[src/rtl/regfile_pkg.sv]
// Shared constants and helpers for the register file.
// Address-width rule, the hardwired zero entry index and the reset word pattern.
package regfile_pkg;

    localparam int  ZERO_IDX  = 0;
    localparam logic RESET_BIT = 1'b0;

    // Address width is clog2 of the entry count, never narrower than one bit.
    function automatic int addr_w(input int depth);
        return (depth <= 2) ? 1 : $clog2(depth);
    endfunction

endpackage

[src/rtl/regfile_wr_decode.sv]
// One-hot write decoder: per-entry write enables from wr_en and wr_addr.
// Out-of-range addresses select nothing; entry 0 is masked when it is the zero register.
module regfile_wr_decode
    import regfile_pkg::*;
#(
    parameter int DEPTH    = 32,
    parameter int ZERO_REG = 1,
    localparam int AW      = addr_w(DEPTH)
) (
    input  logic             wr_en,
    input  logic [AW-1:0]    wr_addr,
    output logic [DEPTH-1:0] wr_sel
);

    always_comb begin
        wr_sel = '0;
        for (int i = 0; i < DEPTH; i++) begin
            if (wr_en && (wr_addr == AW'(i))) begin
                wr_sel[i] = 1'b1;
            end
        end
        if (ZERO_REG != 0) begin
            wr_sel[ZERO_IDX] = 1'b0;
        end
    end

endmodule

[src/rtl/register_file.sv]
// Architectural register file: one synchronous write port, two combinational read ports.
// Define REGFILE_BYPASS_EN to forward same-cycle write data to matching read ports.
module register_file
    import regfile_pkg::*;
#(
    parameter int WIDTH    = 32,
    parameter int DEPTH    = 32,
    parameter int ZERO_REG = 1,
    localparam int AW      = addr_w(DEPTH)
) (
    input  logic             clk,
    input  logic             reset,
    input  logic             wr_en,
    input  logic [AW-1:0]    wr_addr,
    input  logic [WIDTH-1:0] wr_data,
    input  logic [AW-1:0]    rd_addr_a,
    output logic [WIDTH-1:0] rd_data_a,
    input  logic [AW-1:0]    rd_addr_b,
    output logic [WIDTH-1:0] rd_data_b
);

    localparam logic [WIDTH-1:0] RESET_WORD = {WIDTH{RESET_BIT}};

    logic [WIDTH-1:0] mem [DEPTH];
    logic [DEPTH-1:0] wr_sel;

    regfile_wr_decode #(
        .DEPTH    (DEPTH),
        .ZERO_REG (ZERO_REG)
    ) u_wr_decode (
        .wr_en   (wr_en),
        .wr_addr (wr_addr),
        .wr_sel  (wr_sel)
    );

    always_ff @(posedge clk) begin
        if (reset) begin
            for (int i = 0; i < DEPTH; i++) begin
                mem[i] <= RESET_WORD;
            end
        end else begin
            for (int i = 0; i < DEPTH; i++) begin
                if (wr_sel[i]) begin
                    mem[i] <= wr_data;
                end
            end
        end
    end

    // An address is live if it maps to a real entry that is not the hardwired zero.
    function automatic logic addr_live(input logic [AW-1:0] addr);
        return (32'(addr) < 32'(DEPTH)) && !((ZERO_REG != 0) && (addr == AW'(ZERO_IDX)));
    endfunction

    function automatic logic [WIDTH-1:0] read_port(input logic [AW-1:0] addr);
        logic [WIDTH-1:0] word;
        word = addr_live(addr) ? mem[addr] : RESET_WORD;
`ifdef REGFILE_BYPASS_EN
        // Forward only writes that will actually land; reset kills the forward.
        if (wr_en && !reset && (wr_addr == addr) && addr_live(addr)) begin
            word = wr_data;
        end
`endif
        return word;
    endfunction

    always_comb begin
        rd_data_a = read_port(rd_addr_a);
        rd_data_b = read_port(rd_addr_b);
    end

endmodule

[config.mk]
export PLATFORM = sky130hd
export DESIGN_NAME = register_file
export DESIGN_NICKNAME = d
export VERILOG_FILES = /design/src/rtl/regfile_pkg.sv /design/src/rtl/regfile_wr_decode.sv /design/src/rtl/register_file.sv
export SDC_FILE = /design/constraint.sdc
export NUM_CORES = 2
export LEC_CHECK = 0
export BUFFER_PORTS_ARGS = -buffer_cell sky130_fd_sc_hd__buf_2
export CAP_MARGIN = 20
export CORE_ASPECT_RATIO = 0.9
export CORE_UTILIZATION = 45
export DETAILED_ROUTE_END_ITERATION = 10
export SLEW_MARGIN = 20
export SYNTH_ARGS = -nofsm -noshare
export SYNTH_HDL_FRONTEND = slang
export SYNTH_HIERARCHICAL = 1
export SYNTH_SLANG_ARGS = --single-unit
export TNS_END_PERCENT = 30
[constraint.sdc]
create_clock -name clk -period 2.9 [get_ports clk]
set_input_delay 0.29 -clock clk [delete_from_list [all_inputs] [get_ports clk]]
set_output_delay 0.29 -clock clk [all_outputs]
set_load 0.02 [all_outputs]
# Word level (Yosys, flattened, before mapping)
# Memory sizes are Yosys's and may differ from the RTL's.
# Cells that the tools add are included.
dict set report word_totals {
  reg_bits 0
  ram_bits 1024
  input_bits 50
  out_inout_bits 64
  wordCells 255
  memories 1
}
dict set report op_classes {
  eq_ne 31
  n_mux 159
  n_bitwise 31
  n_reduce_logical 33
}
# memory words width rd rd_clocked_by_memory_dff wr line_no
set mem_list {}
lappend mem_list {mem 32 32 2 0 32 register_file.sv:24} ;# logic [WIDTH-1:0] mem [DEPTH];
# cell count
set ops {}
lappend ops {{$mux 32} 33}
lappend ops {{$mux 1} 126}
lappend ops {{$eq 5x5->1 const B} 16}
lappend ops {{$eq 5x4->1 const B} 8}
lappend ops {{$logic_and 1x1->1} 31}
lappend ops {{$or 1x1->1} 31}
lappend ops {{$eq 5x3->1 const B} 4}
lappend ops {{$eq 5x2->1 const B} 2}
lappend ops {{$logic_not 5->1} 2}
lappend ops {{$eq 5x1->1 const B} 1}

# Depth between registers and ports, before layout
dict set report depth {
  word_depth 7
  ltp_mapped 9
  mapped_depth_nobuf 4
}

# Cells and area by module
# Netlist, hierarchy kept.
# mod instances cells_per_inst area_per_inst_um2 seq_area_each_um2
set modules_own_cells {}
lappend modules_own_cells {register_file 1 2984 51186.6 30749.5}
lappend modules_own_cells {regfile_wr_decode 1 48 237.7 0.0}

# Least setup slack after synthesis
# No wires, ideal clock.
dict set report synth_timing {
  path_kind {input -> output}
  start {input port rd_addr_b[0]}
  end {output port rd_data_b[29]}
  t_arrival_ps 2505
  t_required_ps 2610
  path_slack_ps 105
  stages 7
  path_buffers 4
  cell_sequence {buf_4 > buf_6 > buf_6 > buf_4 > mux4_2 > and3b_1 > a2111oi_0}
}
dict set report synth_between {
  elab_chain_len 2
  word_cells_on_any_way 3
  cone_classes {mux (1); reduce/logical (1); memory (1)}
}
# item line_no
set synth_lines {}
lappend synth_lines {{start: declaration} register_file.sv:18} ;# input logic [AW-1:0] rd_addr_b,
lappend synth_lines {{$mem_v2 32x32 / $logic_not 5->1 (equally long branches)} --}
lappend synth_lines {{$mux 32 (*)} register_file.sv:57} ;# word = addr_live(addr) ? mem[addr] : RESET_WORD;
lappend synth_lines {{end: declaration} register_file.sv:19} ;# output logic [WIDTH-1:0] rd_data_b
# Every way passes the cells marked *; elsewhere a longest branch is shown, timed or not.

==> reports/results.ini <==
[run_status]
status = complete, but fails checks
violations = setup timing

[power_and_ir_drop]
p_leak_nw = 21.00
power.density_nw_per_um2 = 610.8
ir_worst_vdd_mv = 0.4636

[synthesis]
synth.area.mux_share_pct = 24.11
yosys.area.top_type = edfxtp_1
yosys.area_share.simple_pct = 9.287
synth_xor_area_share_pct = 0
synthAdderAreaFrac_pct = 0
synth-edff-count = 1024
synth_common_cells = edfxtp_1, and2_1, mux4_2
syn_nets = 3082
yosysMostFrequentCell = edfxtp_1
synth_top_family_by_area = multiplexers
synth_top_area_share_pct = 59.80
ys.flop_type = edfxtp_1
async_reset_ff_share_pct = 0
synth_area_per_cell_sq_um = 16.96
synthCells = 3032
synth_area_leaders = edfxtp_1, mux4_2, and2_1
ys_seq_area_share_pct = 59.80
synth-compound-area-share_pct = 4.039
ys_ff_latch = 1024
yosysWarnings = 6
synth_cell_type_count = 44
netlist_area_sq_um = 51420

[global_route]
grt_overflow = 0
grt.total_usage_pct = 29.02
grt_max_degree = 39
antenna_found_initial = 12
grt_pass1_wl_um = 236900
grt_pass1_vias = 33029

[worst_setup_path]
cp.arrival_ps = 2680
cp_common_cell = mux4_2
path_delay_family = multiplexers
crit_slowest_cell = mux4_2
path_max_fanout = 2
slowest_delay_ps = 600
crit_chain = mux4_2 -> mux4_2 -> o22ai_2 -> nor3_2 -> buf_4
required_ps = 2610
startpoint_type = flop
critPathKind = flop to output port
end_kind = output port
worst-path-buf-inv = 1

[floorplanning]
die_h_um = 322.7
coreArea_sq_um = 113200
row_count = 117
fp.dieW_um = 358.3
ios = 114
dieArea_sq_um = 115600
start_util_pct = 45.44

[cells_and_area]
multiInputGateArea_sq_um = 20450
largest_register_ffs = 1024
reg_top3 = mem x1024
ff_latch_area_sq_um = 30750
drive_above_1_share_pct = 37.43
n_fill_cell = 8887
area.growth.synth_to_final_pct = 17.65
fin_nets = 3338
top_register = mem

[route]
via_per_inst = 6.463
vias = 31429
drc_errors = 0
wl_per_cell_um = 34.09
first_iter_violations = 3968
dr.pass1.iters = 5
wl_um = 165800
ant_nets = 0

[place]
io_buffers = 113
dpl.hpwl_um = 101500
gp_congestion = 0.8765
place_ws_ps = -608.7

[cts]
ctsHoldBuffers = 0
clock_sinks = 1024
clk_path_buf_depth = 3
cts_root_buf = clkbuf_16
tritoncts = yes
cts-htree-levels = 3
cts_buffers = 106
clk_pin_slew_ps = 60

[worst_hold_path]
hold_path.class = primary input to flop

[timing]
period_share_pct = 102.4
rsz0062_at_grt = true
finalSetupViolations = 19
fmaxAchievable_mhz = 336.8
tightest_slew_ps = 763.7
final.setup.worst_slack_ps = -68.70
relSlewSlack_pct = 48.98
hold_viol_final = 0
maxSlewViolCount = 0
fin_crit_ps = 2969
whs_ps = 123.6

[flow_run]
drv_cap = 0

==> cells by family (layout without fill, tap and decap cells) <==
kind of cell / after synthesis / in the layout
compound gates: 272 / 272
other cells: 1 / 5
flops: 1024 / 1024
mux: 660 / 660
simple gates: 784 / 784
buf+inv: 291 / 631
==> area by class of cell <==
class / count / share of cell area, %
clock inverters: 68 / 1.094
inverters: 1 / 0.006204
flip-flops and latches: 1024 / 50.83
diodes: 4 / 0.01654
multi-input cells: 1717 / 33.81
clock buffers: 124 / 4.566
repair buffers: 438 / 6.606
well taps: 1487 / 3.075
==> metal layers <==
layer,track usage (%),up-vias,share of wire (%)
met5,0,-,0.033
met1,39.68,16496,39
met3,5.250,358,9.1
met2,46.20,1775,48
met4,11.37,8,4.3
li1,-,12792,-
==> per-stage QoR <==
step / util [%] / TNS, ps / cell area (sq um) / power [mW] / std cells
6_report: 53.46 / -578.6 / 60500 / 36.96 / 4863
5_1_grt: 53.45 / -2425 / 60490 / 37.91 / 4859
4_1_cts: 53.20 / -1487 / 60210 / 36.98 / 4861
3_5_place_dp: 49.41 / -4943 / 55910 / 23.15 / 4668
3_3_place_gp: 49.38 / -4080 / 55880 / 23.00 / 4668
2_1_floorplan: - / 0 / 51420 / 20.93 / 3032
==> final timing paths <==
check | depth (start not counted) | to | slack [ps] | startpoint
min | 2 | mem[23][27] | 120 | wr_data[27]
max | 5 | rd_data_a[16] | -70 | mem[30][16]
==> placed cells by master, fill, tap and decap left out, types with 30 or more instances in the layout <==
master / n
a211oi_1: 32
a22o_1: 41
and2_1: 578
buf_12: 62
buf_2: 83
buf_4: 273
clkbuf_16: 108
edfxtp_1: 1024
mux2_2: 31
mux2i_1: 169
mux4_2: 460
nor3_1: 36
o221ai_1: 30
o22ai_1: 66
or2_2: 34
==> where the power goes <==
part | internal, mW | switching, mW
combinational | 2.40 | 2.90
clock | 7.85 | 5.90
sequential | 17.4 | 0.508
total | 27.6 | 9.31
==> timing repair <==
item	in CTS	in global routing
setup buffers	10	0
setup endpoints to repair	56	55
resized for setup	169	28
gates cloned	1	0
endpoints found under the hold margin	0	0
pin swaps	42	10
Power figures use the tool's default switching activity.
